[config.mk]
export PLATFORM = sky130hd
export DESIGN_NAME = a2d_scan_sched_flat
export DESIGN_NICKNAME = d
export VERILOG_FILES = /design/src/rtl/a2d_sched_pkg.sv /design/src/rtl/a2d_scan_sched_if.sv /design/src/rtl/a2d_next_ch.sv /design/src/rtl/a2d_scan_sched.sv /design/src/flat_wrapper.sv
export SDC_FILE = /design/constraint.sdc
export NUM_CORES = 1
export LEC_CHECK = 0
export ABC_CLOCK_PERIOD_IN_PS = 4100
export CAP_MARGIN = 5
export CORE_ASPECT_RATIO = 0.8
export CORE_MARGIN = 2
export CORE_UTILIZATION = 44
export CTS_BUF_LIST = sky130_fd_sc_hd__clkbuf_16
export DETAILED_ROUTE_END_ITERATION = 12
export RECOVER_POWER = 50
export REMOVE_ABC_BUFFERS = 1
export SETUP_SLACK_MARGIN = 0.2
export SLEW_MARGIN = 5
export SYNTH_ARGS = -nofsm -noshare
export SYNTH_HDL_FRONTEND = slang
export SYNTH_SLANG_ARGS = --single-unit
[constraint.sdc]
create_clock -name clk -period 4.1 [get_ports clk]
set_input_delay 0.82 -clock clk [delete_from_list [all_inputs] [get_ports clk]]
set_output_delay 0.82 -clock clk [all_outputs]
set_load 0.01 [all_outputs]
[src/rtl/a2d_sched_pkg.sv]
// ============================================================================
// a2d_sched_pkg : shared widths and FSM state type for the A2D scan scheduler
// Rev 1.0
// ============================================================================
`default_nettype none

package a2d_sched_pkg;

  localparam int CH_W   = 3;
  localparam int RES_W  = 12;
  localparam int NUM_CH = 8;

  typedef enum logic [2:0] {
    IDLE  = 3'd0,
    START = 3'd1,
    BLANK = 3'd2,
    WAIT  = 3'd3,
    STORE = 3'd4,
    GAP   = 3'd5
  } state_t;

endpackage

`default_nettype wire

[src/rtl/a2d_scan_sched_if.sv]
// ============================================================================
// a2d_scan_sched_if : converter link between the scheduler and A2D_intf
// Rev 1.0
// ============================================================================
`default_nettype none

interface a2d_scan_sched_if;
  import a2d_sched_pkg::*;

  logic             strt_cnv;
  logic [CH_W-1:0]  chnnl;
  logic             cnv_cmplt;
  logic [RES_W-1:0] res;

  modport master (output strt_cnv, chnnl, input cnv_cmplt, res);
  modport slave  (input strt_cnv, chnnl, output cnv_cmplt, res);

endinterface

`default_nettype wire

[src/rtl/a2d_next_ch.sv]
// ============================================================================
// a2d_next_ch : next set bit above cur_ch in mask; wraps to the lowest set bit
// Rev 1.0
// ============================================================================
`default_nettype none

module a2d_next_ch
  import a2d_sched_pkg::*;
(
  input  logic [NUM_CH-1:0] mask,
  input  logic [CH_W-1:0]   cur_ch,
  output logic [CH_W-1:0]   nxt_ch,
  output logic              wrap
);

  logic [CH_W-1:0] lo_ch;
  logic [CH_W-1:0] hi_ch;
  logic            hi_found;

  // Descending scan: the last hit is the lowest qualifying bit.
  always_comb begin
    lo_ch    = '0;
    hi_ch    = '0;
    hi_found = 1'b0;
    for (int i = NUM_CH - 1; i >= 0; i--) begin
      if (mask[i]) begin
        lo_ch = CH_W'(i);
        if (CH_W'(i) > cur_ch) begin
          hi_ch    = CH_W'(i);
          hi_found = 1'b1;
        end
      end
    end
    nxt_ch = hi_found ? hi_ch : lo_ch;
    wrap   = !hi_found;
  end

endmodule

`default_nettype wire

[src/rtl/a2d_scan_sched.sv]
// ============================================================================
// a2d_scan_sched : round-robin IR channel scanner sharing A2D_intf with one
//                  on-demand requester. Optional macro A2D_AVG2_EN averages two
//                  back-to-back conversions per scan channel.
// Rev 1.0
// ============================================================================
`default_nettype none

module a2d_scan_sched
  import a2d_sched_pkg::*;
#(
  parameter int SCAN_GAP    = 16,
  parameter int TIMEOUT_CYC = 4096
) (
  input  logic               clk,
  input  logic               rst,
  input  logic               scan_en,
  input  logic [NUM_CH-1:0]  ch_mask,
  a2d_scan_sched_if.master   a2d,
  input  logic [CH_W-1:0]    rd_ch,
  output logic [RES_W-1:0]   rd_data,
  output logic [NUM_CH-1:0]  res_vld,
  output logic               scan_done,
  input  logic               ond_req,
  input  logic [CH_W-1:0]    ond_ch,
  output logic               ond_gnt,
  output logic [RES_W-1:0]   ond_res,
  output logic               err
);

  localparam int CNT_MAX = (TIMEOUT_CYC > SCAN_GAP) ? TIMEOUT_CYC : SCAN_GAP;
  localparam int CNT_W   = $clog2(CNT_MAX + 1);
  localparam logic [CNT_W-1:0] TMO_LD = CNT_W'(TIMEOUT_CYC - 1);
  localparam logic [CNT_W-1:0] GAP_LD = CNT_W'(SCAN_GAP - 1);

  state_t            state;
  state_t            state_nxt;
  logic [CNT_W-1:0]  cnt;
  logic [CH_W-1:0]   cur_ch;
  logic [CH_W-1:0]   scan_ch;
  logic [NUM_CH-1:0] mask_q;
  logic [NUM_CH-1:0] vld_q;
  logic              scan_act;
  logic              fair;
  logic              is_ond;
  logic              done_q;
  logic              err_q;
  logic [RES_W-1:0]  ond_res_q;
  logic [RES_W-1:0]  file_q [NUM_CH];

  logic [NUM_CH-1:0] fnd_mask;
  logic [CH_W-1:0]   fnd_cur;
  logic [CH_W-1:0]   nxt_ch;
  logic              wrap;
  logic              again;
  logic              last_pass;
  logic [RES_W-1:0]  store_val;

  // Idle scanner: first channel of a fresh scan; active: successor of scan_ch.
  assign fnd_mask = scan_act ? mask_q  : ch_mask;
  assign fnd_cur  = scan_act ? scan_ch : CH_W'(NUM_CH - 1);

  a2d_next_ch u_next_ch (
    .mask   (fnd_mask),
    .cur_ch (fnd_cur),
    .nxt_ch (nxt_ch),
    .wrap   (wrap)
  );

  logic wcmp, wtmo, arb_pt, scan_go_start, scan_go_next, scan_avail, pick_ond, pick_scan;

  assign wcmp          = (state == WAIT) && a2d.cnv_cmplt;
  assign wtmo          = (state == WAIT) && !a2d.cnv_cmplt && (cnt == '0);
  assign arb_pt        = (state == IDLE) || ((state == GAP) && (cnt == '0) && !again);
  assign scan_go_start = !scan_act && scan_en && (ch_mask != '0);
  assign scan_go_next  = scan_act && scan_en;
  assign scan_avail    = scan_go_start || scan_go_next;
  // Fairness only matters while a scan channel is waiting; otherwise serve at once.
  assign pick_ond      = ond_req && (!fair || !scan_avail);
  assign pick_scan     = scan_avail && !pick_ond;

`ifdef A2D_AVG2_EN
  logic             pass;
  logic [RES_W-1:0] first_q;
  logic [RES_W:0]   sum;

  assign sum       = {1'b0, first_q} + {1'b0, a2d.res} + {{RES_W{1'b0}}, 1'b1};
  assign store_val = RES_W'(sum >> 1);
  assign again     = pass;
  assign last_pass = pass;

  always_ff @(posedge clk) begin
    if (rst) begin
      pass    <= 1'b0;
      first_q <= '0;
    end else if (wcmp && !is_ond) begin
      if (!pass) begin
        first_q <= a2d.res;
        pass    <= 1'b1;
      end else begin
        pass <= 1'b0;
      end
    end else if (wtmo) begin
      pass <= 1'b0;
    end
  end
`else
  assign store_val = a2d.res;
  assign again     = 1'b0;
  assign last_pass = 1'b1;
`endif

  always_ff @(posedge clk) begin
    if (rst) state <= IDLE;
    else     state <= state_nxt;
  end

  always_comb begin
    state_nxt = state;
    unique case (state)
      IDLE:  if (pick_ond || pick_scan) state_nxt = START;
      START: state_nxt = BLANK;
      BLANK: state_nxt = WAIT;
      WAIT: begin
        if (a2d.cnv_cmplt)  state_nxt = STORE;
        else if (cnt == '0) state_nxt = GAP;
      end
      STORE: state_nxt = GAP;
      GAP: begin
        if (cnt == '0) begin
          if (again || pick_ond || pick_scan) state_nxt = START;
          else                                state_nxt = IDLE;
        end
      end
      default: state_nxt = IDLE;
    endcase
  end

  always_comb begin
    a2d.strt_cnv = (state == START);
    a2d.chnnl    = cur_ch;
    ond_gnt      = (state == STORE) && is_ond;
    scan_done    = (state == STORE) && done_q;
    err          = err_q;
    rd_data      = file_q[rd_ch];
    res_vld      = vld_q;
    ond_res      = ond_res_q;
  end

  always_ff @(posedge clk) begin
    if (rst) begin
      cnt       <= '0;
      cur_ch    <= '0;
      scan_ch   <= '0;
      mask_q    <= '0;
      vld_q     <= '0;
      scan_act  <= 1'b0;
      fair      <= 1'b0;
      is_ond    <= 1'b0;
      done_q    <= 1'b0;
      err_q     <= 1'b0;
      ond_res_q <= '0;
      for (int i = 0; i < NUM_CH; i++) file_q[i] <= '0;
    end else begin
      err_q <= wtmo;

      if (state == BLANK)
        cnt <= TMO_LD;
      else if ((state == STORE) || wtmo)
        cnt <= GAP_LD;
      else if (((state == WAIT) || (state == GAP)) && (cnt != '0))
        cnt <= cnt - 1'b1;

      if (arb_pt && scan_act && !scan_en) scan_act <= 1'b0;

      if (arb_pt && pick_ond) begin
        is_ond <= 1'b1;
        cur_ch <= ond_ch;
        fair   <= 1'b1;
      end else if (arb_pt && pick_scan) begin
        is_ond  <= 1'b0;
        fair    <= 1'b0;
        cur_ch  <= nxt_ch;
        scan_ch <= nxt_ch;
        if (!scan_act) begin
          mask_q   <= ch_mask;
          scan_act <= 1'b1;
        end
      end

      // Results land at the completing edge so they are readable during STORE.
      if (wcmp) begin
        done_q <= !is_ond && last_pass && wrap && scan_en;
        if (is_ond) begin
          ond_res_q <= a2d.res;
        end else if (last_pass) begin
          file_q[scan_ch] <= store_val;
          vld_q[scan_ch]  <= 1'b1;
          if (wrap) scan_act <= 1'b0;
        end
      end

      if (wtmo && !is_ond) begin
        vld_q[scan_ch] <= 1'b0;
        if (wrap) scan_act <= 1'b0;
      end
    end
  end

endmodule

`default_nettype wire

[src/flat_wrapper.sv]
// flat-port wrapper written by rule: the top's interface ports become plain ports
module a2d_scan_sched_flat import a2d_sched_pkg::*;
#(
  parameter int SCAN_GAP    = 16,
  parameter int TIMEOUT_CYC = 4096
)
  (clk, rst, scan_en, ch_mask, rd_ch, rd_data, res_vld, scan_done, ond_req, ond_ch, ond_gnt, ond_res, err, a2d_strt_cnv, a2d_chnnl, a2d_cnv_cmplt, a2d_res);
  a2d_scan_sched_if a2d_i ();
  input  logic clk;
  input  logic rst;
  input  logic scan_en;
  input  logic [NUM_CH-1:0] ch_mask;
  input  logic [CH_W-1:0] rd_ch;
  output logic [RES_W-1:0] rd_data;
  output logic [NUM_CH-1:0] res_vld;
  output logic scan_done;
  input  logic ond_req;
  input  logic [CH_W-1:0] ond_ch;
  output logic ond_gnt;
  output logic [RES_W-1:0] ond_res;
  output logic err;
  output wire logic [$bits(a2d_i.strt_cnv)-1:0] a2d_strt_cnv;
  output wire logic [$bits(a2d_i.chnnl)-1:0] a2d_chnnl;
  input wire logic [$bits(a2d_i.cnv_cmplt)-1:0] a2d_cnv_cmplt;
  input wire logic [$bits(a2d_i.res)-1:0] a2d_res;
  assign a2d_strt_cnv = a2d_i.strt_cnv;
  assign a2d_chnnl = a2d_i.chnnl;
  assign a2d_i.cnv_cmplt = a2d_cnv_cmplt;
  assign a2d_i.res = a2d_res;
  a2d_scan_sched #(.SCAN_GAP(SCAN_GAP), .TIMEOUT_CYC(TIMEOUT_CYC)) u_core (.clk(clk), .rst(rst), .scan_en(scan_en), .ch_mask(ch_mask), .a2d(a2d_i), .rd_ch(rd_ch), .rd_data(rd_data), .res_vld(res_vld), .scan_done(scan_done), .ond_req(ond_req), .ond_ch(ond_ch), .ond_gnt(ond_gnt), .ond_res(ond_res), .err(err));
endmodule
After elaboration in Yosys (flattened, before gate mapping). Memories as Yosys holds them, arrays and structs flattened. Index checks and enable logic that the tools add are counted.

Bits in registers: 54. Bits in writable memories: 96. Input bits: 31. Logic and storage cells: 160. Memories: 1.

Memory list: u_core.file_q (depth 8, width 12, rd ports 1, clocked after memory_dff 0, write ports 8, RTL line a2d_scan_sched.sv:49) `logic [RES_W-1:0] file_q [NUM_CH];`.

$add $sub $neg: 1. Magnitude comparators: 10. Equal/unequal tests: 8. Multiplexer cells: 80. Bitwise gates (word level): 4. Reductions and logical operators: 44.

Operator list (count): 3-bit 2-to-1 mux (33); 12-bit 2-to-1 mux (4); 8-bit 2-to-1 mux (5); 1-bit 2-to-1 mux (36); 1-bit logical AND (20); 3-bit case mux with 6 select lines (1); 13-bit logical NOT (1); 13-bit nonzero test (1); 13-bit by 1-bit subtractor with 13-bit output, second input constant (1); 3-bit greater-than comparator, first input constant (4); 12-bit OR reduction (1); 8-bit AND (1); 8-bit inverter (1); 8-bit OR (1); 8-bit nonzero test (1); 1-bit logical NOT (7); 3-bit by 2-bit equality test with 1-bit output, second input constant (2); 3-bit equality test, second input constant (2); 1-bit by 3-bit greater-than comparator with 1-bit output, first input constant (2); 2-bit by 3-bit greater-than comparator with 1-bit output, first input constant (2); 1-bit logical OR (6); 3-bit by 4-bit < comparator with 1-bit output, second input constant (1); 2-bit != test, second input constant (2); 2-bit AND reduction (2); 10 further kinds (10).

Longest topological paths before layout. Gate-level depths: netlist of run 1.

Depth in word-level cells: 23. Mapped depth: 9. Depth with buffers taken out: 8.

By module. A second synthesis of run 1 with hierarchy kept.

Cell total of the unflattened synthesis: 598. Area, all modules: 7333.3 um2.

By module, submodules not included: a2d_scan_sched (times used 1, cells an instance 556, area each 7039.3 um2, seq. area each 3963.8 um2); a2d_next_ch (times used 1, cells an instance 42, area each 294.0 um2, seq. area each 0.0 um2).

Least setup slack after synthesis of run 1. Ideal clock, no wire load.

Kind: input -> output. From: in rd_ch[0]. To: out rd_data[0]. Data arrival time: 2253 ps. Setup slack: 1027 ps. Stages: 4. Path through: clkbuf_1 > buf_2 > mux4_2 > mux2_2.

Word-level cells in the longest chain between the ends: 1.

RTL lines: start: declaration (RTL line flat_wrapper.sv:13) `input logic [CH_W-1:0] rd_ch;`; memory read 8 x 12 bit; end: declaration (RTL line flat_wrapper.sv:14) `output logic [RES_W-1:0] rd_data;`.

No other way between the ends.

==> qor.txt, run 1 <==
sequential cell area -> 3960 um^2
Die X -> 146 um
max-slew violation count -> 0
hold path endpoint -> u_core.ond_res[8]
postcts setup bufs -> 0
Internal -> 2.86 mW
distinct cell type count after synthesis -> 59
Synth Register Bits -> 150
Worst Min Path Start -> u_core.ond_res[8]
synth warn -> 0
Worst setup EP type -> flop
global-route wire length before repair -> 27.8 mm
Cells on Worst Hold Path -> 2
Layout fillers -> 1364
total number of vias -> 5055
Final setup viols -> 0
DRC Markers -> 0
nets -> 725
Reg2Reg Depth -> 5
Mean Syn Cell Area -> 11.5 um^2
Vias per Instance -> 5.49
main area contributors after synthesis -> edfxtp_1 (40%), dfxtp_1 (15%), and2_1 (8.7%), mux4_2 (7.6%), a21oi_1 (3.0%)
Post-synth EDFFs -> 96
Worst IR Drop VDD -> 0.274 mV
Antenna Nets Post-Route -> 0
die area -> 17300 um^2
number of cells produced by synthesis -> 624
DPL Wire Length -> 12.3 mm
initial antenna violation count -> 0
top-count cell post-synth -> and2_1
largest net degree at the start of global routing -> 50
Gate power share -> 13.9%
Initial Utilization -> 45.1%
RSZ-0062 raised after global routing -> no
Post-CTS Hold Fix Bufs -> 0
Tcrit/Tclk final -> 89.6%
# clock sinks -> 150
Max H-tree Level -> 4
dominant cell type by area after synthesis -> edfxtp_1
Critical Path RT -> 4.13 ns
Setup crit start kind -> input pin
Most used DFF post-synth -> edfxtp_1
CP max FO -> 12
Buffers on Ports -> 69
r2r setup slk -> 0.67 ns
final wirelength -> 17.5 mm
TritonCTS clock tree -> built
fraction of power spent switching nets -> 25.3%
Max Fclk -> 272 MHz
Hold WC Path Type -> reg2reg
Worst Skew -> 0.00658 ns
Layout area overhead -> 20.4%
asr flop ratio synth -> 0%
most instantiated cells after synthesis -> and2_1 (99), edfxtp_1 (96), dfxtp_1 (54)
post-synth top area share -> 40.3%
Mapped Area -> 7150 um^2
sequential-to-total area share from yosys stat -> 55.5%
worst r2r src -> u_core.state[1]
antenna diode count -> 0
row count -> 41
Remaining Overflow, GRT -> 0
final total power -> 3.83 mW
Critical Setup Path Class -> in2reg
status -> finished, final reports clean
CTS root buf -> clkbuf_16
Clock power frac -> 39.9%
Slew HR -> 29.7%
initial DRC count -> 463
Fin. Hold Viols -> 0
Worst-Margin Slew -> 1.05 ns
Sw Pwr -> 0.968 mW
Num CTS Buffers -> 17
crit path DAT -> 3.71 ns
wire per inst -> 19.0 um
clk slew on worst S/H paths -> 0.06 ns
r2r endpoint -> u_core.file_q[3][1]
vias in the first global route -> 4764
Pre-antenna DRT Iters -> 5
latest clock arrival within the worst-skew pair -> 0.42 ns
Max clock buf depth -> 2
Reg power frac -> 46.2%
multi-input logic area -> 2980 um^2
P per Cell Area -> 445 nW/um^2
Global Route Usage Sum -> 21.2%
Core ar. -> 15900 um^2
share of cells above drive strength 1 -> 12.5%
P_leak -> 3.12 nW
Top-Level Pins -> 70
MaxCap Viol Count -> 0
Post-CTS Resized -> 0
Chip Height -> 118 um
setup TNS -> 0 ns
crit path time final -> 3.68 ns
routability-driven placement congestion ratio -> 0.802
through the flow:
step / hold WS [ns] / setup WS (ns) / utilization (%) / area, um^2 / std cells
2_1_floorplan: 0.436 / 1.65 / - / 7000 / 588
3_3_place_gp: 0.445 / 0.573 / 51.0 / 8080 / 889
3_5_place_dp: 0.448 / 0.521 / 51.0 / 8080 / 889
4_1_cts: 0.460 / 0.515 / 54.6 / 8650 / 921
5_1_grt: 0.475 / 0.311 / 54.3 / 8600 / 921
6_report: 0.456 / 0.425 / 54.3 / 8600 / 921
cell type report:
class / instances / share of cell area [%]
Clock inverter: 15 / 1.72
Sequential cell: 150 / 46.1
Tap cell: 215 / 3.13
Clock buffer: 17 / 4.94
Timing Repair Buffer: 86 / 9.05
Multi-Input combinational cell: 428 / 34.7
Inverter: 10 / 0.436
routing by layer:
layer / global-route usage, % / wire [um] / vias up
li1: - / - / 2411
met1: 33.2 / 8650 / 2480
met2: 30.2 / 7720 / 157
met3: 4.73 / 1070 / 7
met4: 4.00 / 95 / 0
met5: 0 / 0 / -
critical path: stages:
cell and delay [ns]:
dlygate4sd3_1 0.59, nor3b_1 0.87, nand2_1 0.42, nor2_1 0.23
or2_0 0.77
worst max path at each step:
| stage | slack [ns] | end | start | cells after the start |
|---|---|---|---|---|
| floorplan | 1.65 | u_core.scan_act | ch_mask[4] | 6 |
| global placement | 0.57 | rd_data[2] | rd_ch[1] | 5 |
| detailed placement | 0.52 | rd_data[8] | rd_ch[0] | 5 |
| CTS | 0.51 | rd_data[2] | rd_ch[1] | 5 |
| global route | 0.31 | u_core.file_q[3][5] | a2d_cnv_cmplt | 5 |
| finish | 0.42 | u_core.file_q[3][1] | a2d_cnv_cmplt | 5 |
registers in the layout, indices dropped and copies added, names as in the netlist, 3 cells and up:
signal	count
u_core.file_q	96
u_core.cnt	13
u_core.ond_res	12
u_core.mask_q	8
u_core.res_vld	8
u_core.a2d.chnnl	3
u_core.scan_ch	3
u_core.state	3
cell usage in the layout, fill, tap and decap left out, drive strengths merged, types with 14 or more instances in the layout:
cell type / netlist / layout
and2: 99 / 99
edfxtp: 96 / 96
dfxtp: 54 / 54
nor2: 46 / 46
nand2: 43 / 43
a21oi: 43 / 43
clkdlybuf4s50: 0 / 42
dlygate4sd3: 0 / 25
clkbuf: 31 / 25
mux4: 24 / 24
nor3: 23 / 23
inv: 10 / 14
o21ai: 14 / 14
logic make-up after synthesis:
kind of cell | synth area share [%]
AOI/OAI and AO/OA | 9.10
xor gates and xnor gates | 0.490
adders and majority gates | 0.175
buffers and inverters | 2.56
DFF | 55.5
muxes | 10.7
and+or+nand+nor | 21.5
power groups by stage:
stage | clock network [mW] | registers, mW | logic (mW)
final | 1.53 | 1.77 | 0.533
after global routing | 1.63 | 1.78 | 0.592
after CTS | 1.55 | 1.77 | 0.542
after detailed placement | 0 | 1.80 | 0.539
after global placement | 0 | 1.79 | 0.527
after floorplan | 0 | 1.77 | 0.348
No activity file was read; power rests on OpenSTA's default activity.
==> run 2, diff against run 1 <==
--- a/config.mk
+++ b/config.mk
@@ -5,13 +5,15 @@
 export SDC_FILE = /design/constraint.sdc
 export NUM_CORES = 1
 export LEC_CHECK = 0
-export ABC_CLOCK_PERIOD_IN_PS = 4100
+export ABC_CLOCK_PERIOD_IN_PS = 3100
 export CAP_MARGIN = 5
 export CORE_ASPECT_RATIO = 0.8
 export CORE_MARGIN = 2
 export CORE_UTILIZATION = 44
 export CTS_BUF_LIST = sky130_fd_sc_hd__clkbuf_16
+export CTS_CLUSTER_DIAMETER = 50
 export DETAILED_ROUTE_END_ITERATION = 12
+export PLACE_DENSITY = 0.67
 export RECOVER_POWER = 50
 export REMOVE_ABC_BUFFERS = 1
 export SETUP_SLACK_MARGIN = 0.2
==> constraint.sdc (replaced) <==
create_clock -name clk -period 3.1 [get_ports clk]
set_input_delay 0.62 -clock clk [delete_from_list [all_inputs] [get_ports clk]]
set_output_delay 0.62 -clock clk [all_outputs]
set_load 0.01 [all_outputs]
==> run 2 against run 1 <==
Against the previous run: total power up 33%; setup slack got worse by 0.19 ns; combinational power increased by 39%; non-clock buffer count is 4 higher; clock skew is 0.0025 ns higher; final cell count increased by 0.43%; die area is the same; sequential share of layout area decreased by 0.67 points; critical endpoint is now rd_data[6]; highest routed layer unchanged.
==> qor.txt, run 2 (same netlist as run 1, synthesis figures left out) <==
Worst Skew -> 0.00908 ns
Slew HR -> 49.2%
Max H-tree Level -> 4
Initial Utilization -> 45.1%
Largest Register -> u_core.file_q
MaxCap Viol Count -> 0
final core occ -> 55.1%
Gate power share -> 14.6%
CTS root buf -> clkbuf_16
CP peak stage delay -> 0.49 ns
Fin. Hold Viols -> 0
crit path DAT -> 2.24 ns
Antenna Nets Post-Route -> 0
Layout area overhead -> 22.2%
# clock sinks -> 150
P_leak -> 3.20 nW
max-slew violation count -> 0
final wirelength -> 17.6 mm
Tcrit/Tclk final -> 92.4%
Cell Area, Placed -> 8160 um^2
CP max FO -> 7
Final Instance Area -> 8730 um^2
DPL Wire Length -> 12.1 mm
Hold WC Path Type -> reg2reg
Vias per Instance -> 5.58
Num CTS Buffers -> 17
total number of vias -> 5163
wire per inst -> 19.0 um
Max Fclk -> 349 MHz
most frequent cells in the layout -> edfxtp_1 (96), and2_1 (67), dfxtp_1 (54), nor2_1 (46)
P per Cell Area -> 582 nW/um^2
Worst setup EP type -> output port
Critical Path RT -> 2.48 ns
Cells on Worst Hold Path -> 2
Worst-Margin Slew -> 0.761 ns
final total power -> 5.09 mW
DP Cell Count -> 892
global-route wire length before repair -> 27.5 mm
TritonCTS clock tree -> built
critical path's top delay family -> multiplexers
CP cell instances -> buf_2 -> buf_12 -> mux4_2 -> mux2_2 -> clkdlybuf4s50_1
crit path buf inv count -> 3
Layout fillers -> 1331
WP depth -> 5
crit path time final -> 2.86 ns
Internal -> 3.74 mW
Remaining Overflow, GRT -> 0
routability-driven placement congestion ratio -> 0.844
Final setup viols -> 0
Global Route Usage Sum -> 20.8%
Reg2Reg Depth -> 5
slowest CP cell -> mux4_2
Die X -> 146 um
die area -> 17300 um^2
status -> finished, final reports clean
post-route insts no fill -> 925
Core ar. -> 15900 um^2
leading cell type in the layout, fill and taps excluded -> edfxtp_1
initial antenna violation count -> 0
latest clock arrival within the worst-skew pair -> 0.42 ns
Worst IR Drop VDD -> 0.513 mV
Pre-antenna DRT Iters -> 6
Largest register FFs -> 96
antenna diode count -> 0
vias in the first global route -> 4849
DRC Markers -> 0
Critical Setup Path Class -> in2out
Buffers on Ports -> 69
clk slew on worst S/H paths -> 0.06 ns
fraction of power spent switching nets -> 26.4%
Top-Level Pins -> 70
Sw Pwr -> 1.34 mW
Reg power frac -> 45.6%
row count -> 41
RSZ-0062 raised after global routing -> no
Chip Height -> 118 um
initial DRC count -> 500
largest net degree at the start of global routing -> 49
share of cells above drive strength 1 -> 14.9%
nets -> 729
Clock power frac -> 39.8%
Setup crit start kind -> input pin
Max clock buf depth -> 2
run 2: cell count changes in the layout (fill, tap and decap cells not counted), sizes merged:
| cell | delta |
|---|---|
| buf | +5 |
| bufbuf | +1 |
| bufinv | -1 |
| clkbuf | -2 |
| clkdlybuf4s50 | -5 |
| clkinv | +2 |
| clkinvlp | +1 |
| dlygate4sd2 | +5 |
| inv | -2 |
run 2: what timing repair did:
action | 4_1_cts | 5_1_grt
endpoints found under the setup margin | 12 | 0
hold buffers | 0 | 0
setup buffers | 0 | 0
gates resized for setup | 14 | 0
run 2: metrics by stage:
stage          setup slack [ns]  hold WS (ns)  setup TNS [ns]
2_1_floorplan             0.854         0.436               0
5_1_grt                   0.162         0.476               0
6_report                  0.236         0.449               0
4_1_cts                   0.239         0.457               0
3_5_place_dp             -0.217         0.449           -2.12
3_3_place_gp             -0.191         0.443           -1.97
run 2: path summary, 6_finish.rpt:
kind	slack, ns	endpoint	startpoint
worst max-delay path	0.24	rd_data[6]	rd_ch[0]
worst max register to register	0.37	u_core.file_q[0][7]	u_core.state[0]
worst min register to register	0.45	u_core.ond_res[11]	u_core.ond_res[11]
worst min-delay path	0.45	u_core.ond_res[11]	u_core.ond_res[11]
run 2: final cells by class:
cell class	count	area [um^2]	area share [%]
Timing Repair Buffer	90	907	10.4
Multi-Input combinational cell	428	2970	34.0
Clock inverter	15	155	1.78
Tap cell	215	269	3.08
Sequential cell	150	3960	45.4
Inverter	10	37.5	0.430
Clock buffer	17	425	4.87
run 2: worst min-delay path, stage by stage (launching register included):
cell     delay [ns]
dfxtp_1        0.30
nand2_1        0.05
a21oi_1        0.05
run 2: power by group through the flow:
stage,logic [mW],registers [mW],clock network (mW)
after global placement,0.732,2.36,0
after CTS,0.763,2.32,2.05
after detailed placement,0.757,2.36,0
after global routing,0.813,2.33,2.14
final,0.743,2.32,2.02
after floorplan,0.461,2.34,0
run 2: routing by layer:
layer | GRT usage, % | up-vias | share of wire, %
met2 | 31.8 | 175 | 46
met4 | 4.49 | 0 | 0.64
li1 | - | 2423 | -
met5 | 0 | - | 0
met3 | 5.00 | 14 | 5.8
met1 | 30.4 | 2551 | 48
==> run 3, diff against run 2 <==
--- a/config.mk
+++ b/config.mk
@@ -9,11 +9,11 @@
 export CAP_MARGIN = 5
 export CORE_ASPECT_RATIO = 0.8
 export CORE_MARGIN = 2
-export CORE_UTILIZATION = 44
+export CORE_UTILIZATION = 52
 export CTS_BUF_LIST = sky130_fd_sc_hd__clkbuf_16
 export CTS_CLUSTER_DIAMETER = 50
 export DETAILED_ROUTE_END_ITERATION = 12
-export PLACE_DENSITY = 0.67
+export PLACE_DENSITY = 0.77
 export RECOVER_POWER = 50
 export REMOVE_ABC_BUFFERS = 1
 export SETUP_SLACK_MARGIN = 0.2
==> run 3 against run 2 <==
Against the previous run: global-route usage rose by 5.0 points; utilization grew 9.2 points; clock skew increased by 0.00095 ns; largest cell class unchanged; combinational power grew 0.8%.
==> qor.txt, run 3 (same netlist as run 1, synthesis figures left out) <==
clk slew on worst S/H paths -> 0.06 ns
Core ar. -> 13500 um^2
DPL Wire Length -> 11.6 mm
Critical Path RT -> 2.48 ns
CTS root buf -> clkbuf_16
Worst Slack Setup Final -> 0.279 ns
Critical Path Source -> rd_ch[2]
Worst setup EP type -> output port
DRC Markers -> 0
row count -> 38
Remaining Overflow, GRT -> 0
setup TNS -> 0 ns
Max clock buf depth -> 2
Final setup viols -> 0
share of cells above drive strength 1 -> 14.3%
Max Fclk -> 354 MHz
routability-driven placement congestion ratio -> 0.850
latest clock arrival within the worst-skew pair -> 0.43 ns
Largest Register -> u_core.file_q
P_leak -> 3.18 nW
crit path time final -> 2.82 ns
global-route wire length before repair -> 28.0 mm
Antenna Nets Post-Route -> 0
Worst Min Path Start -> u_core.ond_res[8]
Layout area overhead -> 21.5%
CP max FO -> 12
Worst Skew -> 0.0100 ns
initial DRC count -> 711
Top-Level Pins -> 70
Max H-tree Level -> 4
postcts setup bufs -> 0
Layout fillers -> 1003
Die X -> 135 um
total number of vias -> 5242
Chip Height -> 109 um
Vias per Instance -> 5.90
die area -> 14700 um^2
Worst-Margin Slew -> 0.737 ns
Critical Setup Path Class -> in2out
most frequent cells in the layout -> edfxtp_1 (96), dfxtp_1 (54), and2_1 (53), nor2_1 (46), and2_0 (46)
TritonCTS clock tree -> built
MaxCap Viol Count -> 0
Largest register FFs -> 96
hold_ws -> 0.456 ns
Setup crit start kind -> input pin
Initial Utilization -> 52.9%
final wirelength -> 18.1 mm
max-slew violation count -> 0
largest net degree at the start of global routing -> 55
Num CTS Buffers -> 17
Global Route Usage Sum -> 25.9%
nets -> 727
RSZ-0062 raised after global routing -> no
Slew HR -> 50.7%
Buffers on Ports -> 69
crit path DAT -> 2.20 ns
Hold WC Path Type -> reg2reg
status -> finished, final reports clean
Post-CTS Hold Fix Bufs -> 0
Fin. Hold Viols -> 0
worst r2r src -> u_core.state[0]
initial antenna violation count -> 0
Worst IR Drop VDD -> 0.518 mV
wire per inst -> 20.3 um
vias in the first global route -> 5078
Pre-antenna DRT Iters -> 7
# clock sinks -> 150
P per Cell Area -> 591 nW/um^2
leading cell type in the layout, fill and taps excluded -> edfxtp_1
Tcrit/Tclk final -> 91.0%
pre-CTS setup slack -> -0.210 ns
final total power -> 5.13 mW
## run 3: layout make-up
type / instances / area, um^2 / area share, %
inverter: 10 / 37.5 / 0.432
timing repair buffer: 88 / 893 / 10.3
clock buffer: 17 / 425 / 4.90
sequential: 150 / 3960 / 45.6
antenna: 1 / 2.50 / 0.0288
clock inverter: 15 / 163 / 1.87
multi-input combinational: 428 / 2970 / 34.2
tap: 180 / 225 / 2.59
## run 3: path summary, 6_finish.rpt
path,cells after the start,slack (ns),to
worst max-delay path,4,0.28,rd_data[9]
worst min-delay path,2,0.46,u_core.ond_res[8]
worst max register to register,5,0.34,u_core.file_q[0][3]
worst min register to register,2,0.46,u_core.ond_res[8]
## run 3: through the flow
| step | util (%) | area, um^2 | cells |
|---|---|---|---|
| final | 64.3 | 8680 | 889 |
| after global routing | 64.3 | 8680 | 888 |
| after CTS | 64.7 | 8730 | 888 |
| after detailed placement | 59.7 | 8060 | 853 |
| after global placement | 59.7 | 8060 | 853 |
| after floorplan | - | 7000 | 588 |
## run 3: per-layer routing
metal	part of all wire, %	global-route usage [%]	vias to the layer above	wire length, um
met1	44	36.2	2565	8030
met3	6.8	5.67	26	1230
met2	47	40.2	230	8530
li1	-	-	2421	-
met4	1.5	9.23	0	269
met5	0	0	-	0
## run 3: repair_timing
action | 4_1_cts | 5_1_grt
gates cloned | 3 | 0
pin swaps | 0 | 0
resized for setup | 12 | 1
setup endpoints to repair | 12 | 5
## run 3: report_power, final
part           leakage, nW  switching (mW)  internal (mW)
registers             1.43          0.0985           2.22
logic                 1.47           0.413          0.336
clock network        0.281           0.806           1.25
## run 3: worst max-delay path, stage by stage
cell,delay (ns)
clkdlybuf4s50_1,0.46
buf_4,0.23
mux2_2,0.40
clkdlybuf4s50_1,0.48
==> variant (flow settings as in run 1) <==
Add a define of `A2D_AVG2_EN`.
--- a/src/rtl/a2d_scan_sched.sv
+++ b/src/rtl/a2d_scan_sched.sv
@@ -5,6 +5,8 @@
 // Rev 1.0
 // ============================================================================
 `default_nettype none
+
+`define A2D_AVG2_EN
 
 module a2d_scan_sched
   import a2d_sched_pkg::*;
Check against the original RTL: not equivalent (a bounded check fails within 10 cycles, from zero or initial values and one cycle with rst high).
==> variant against run 1 <==
Area after synthesis grew 10%; global-route usage down 0.11 points; worst setup slack got worse by 47 ps; critical path depth did not move; count of clock-buffer cells in the layout stayed put; first-iteration DRC count grew 13%; sequential power up 6%; highest routed layer unchanged; combinational power is 6.4% higher; largest cell class unchanged; fmax decreased by 1.3%; total power up 4.9%; routed wire length is 11% higher; sequential cell count grew 13; clock power up 3%; largest power group unchanged; critical path type is now in -> out; cell area increased by 8.4%.
==> variant: results (changes against run 1) <==
stage;metric;value;unit;change
sta;setup_ws;378;ps;-46.8 ps
power_and_ir_drop;pwr.group.clock;1580;uW;+3%
placement;pre_cts_ws;376;ps;-145 ps
global_routing;grt_pass1_wl;30900;um;+11%
route;drtIter0Drc;525;;+13%
worst_setup_path;crit_end;rd_data[1];;
cells_and_area;drive_gt1_share;11.7;%;-0.80 points
sta;fin_worst_skew;12.2;ps;+5.64 ps
logic_synthesis;synthCells;747;;+20%
placement;dpl.hpwl;13400;um;+9.3%
logic_synthesis;synthAdderAreaFrac;2.16;%;+2.0 points
worst_setup_path;r2r-end;u_core.mask_q[4]$_SDFFE_PP0P_;;
logic_synthesis;synthTopCellsByCount;141 x nor2_1, 96 x edfxtp_1, 76 x nand2_1;;
cells_and_area;layout.nets;854;;+18%
logic_synthesis;synth.distinct_cells;67;;+14%
global_routing;grt_max_degree;32;;-36%
hold_path;hp-start;u_core.ond_res[6]$_SDFFE_PP0P_;;
placement;gp_congestion;0.851;;+6.1%
route;wl;19500;um;+11%
worst_setup_path;critical_path.max_stage_delay;540;ps;-330 ps
worst_setup_path;critical_path_arrival;2900;ps;-810 ps
global_routing;grt_pass1_vias;5723;;+20%
logic_synthesis;synth_area_leaders;edfxtp_1 37%, dfxtp_1 17%, mux4_2 6.8%, nor2_1 6.7%, a21oi_1 4.3%;;
power_and_ir_drop;internal_power;2950;uW;+3.1%
worst_setup_path;cp_max_fo;24;;+12
worst_setup_path;rrSetupSlack;570;ps;-100 ps
route;wire_per_inst;18.6;um;-2.4%
placement;dp_cells;1016;;+14%
worst_setup_path;critPathTopFamily;buffers and inverters;;
worst_setup_path;slowest_stage;mux4_2;;
global_routing;grt_usage;21.1;%;-0.11 points
hold_path;hold_end;u_core.ond_res[6]$_SDFFE_PP0P_;;
power_and_ir_drop;ir_drop;0.000265;V;-3.2%
logic_synthesis;synth_compound_gate_area_share;11.6;%;+2.5 points
logic_synthesis;synth_xor_area_share;1.44;%;+0.95 points
power_and_ir_drop;p_seq;1870;uW;+6%
power_and_ir_drop;leakagePower;0.00343;uW;+10%
run_status;status;complete, no violations;;
worst_setup_path;r2r_cells;9;;+4
## variant: changes by cell type after synthesis, moves of 8 or more
cell / run 1 / this run
ha_1: 1 / 12
a211oi_1: 3 / 11
nor2_1: 46 / 141
nand2_1: 43 / 76
dfxtp_1: 54 / 67
a21oi_1: 43 / 68
and2_1: 99 / 2
## variant: logic make-up after synthesis
group / after synthesis
adder cells (fa/ha/maj): 13
AO/OA/AOI/OAI: 144
AND/OR/NAND/NOR: 308
multiplexers: 47
flip-flops: 163
buffers and inverters: 59
XOR/XNOR: 13
## variant: layout make-up
class	instances	area, um^2
tap	225	282
multi-input combinational	525	3370
clock buffer	17	425
sequential	163	4220
clock inverter	15	155
timing repair buffer	86	803
inverter	17	63.8
fill	1517	8110
## variant: metal layers
layer,vias up,part of all wire (%),global-route usage (%)
met5,-,0,0
met4,0,0.80,5.16
met3,14,6.3,4.56
met2,190,46,33.5
met1,2891,47,29.9
li1,2849,-,-
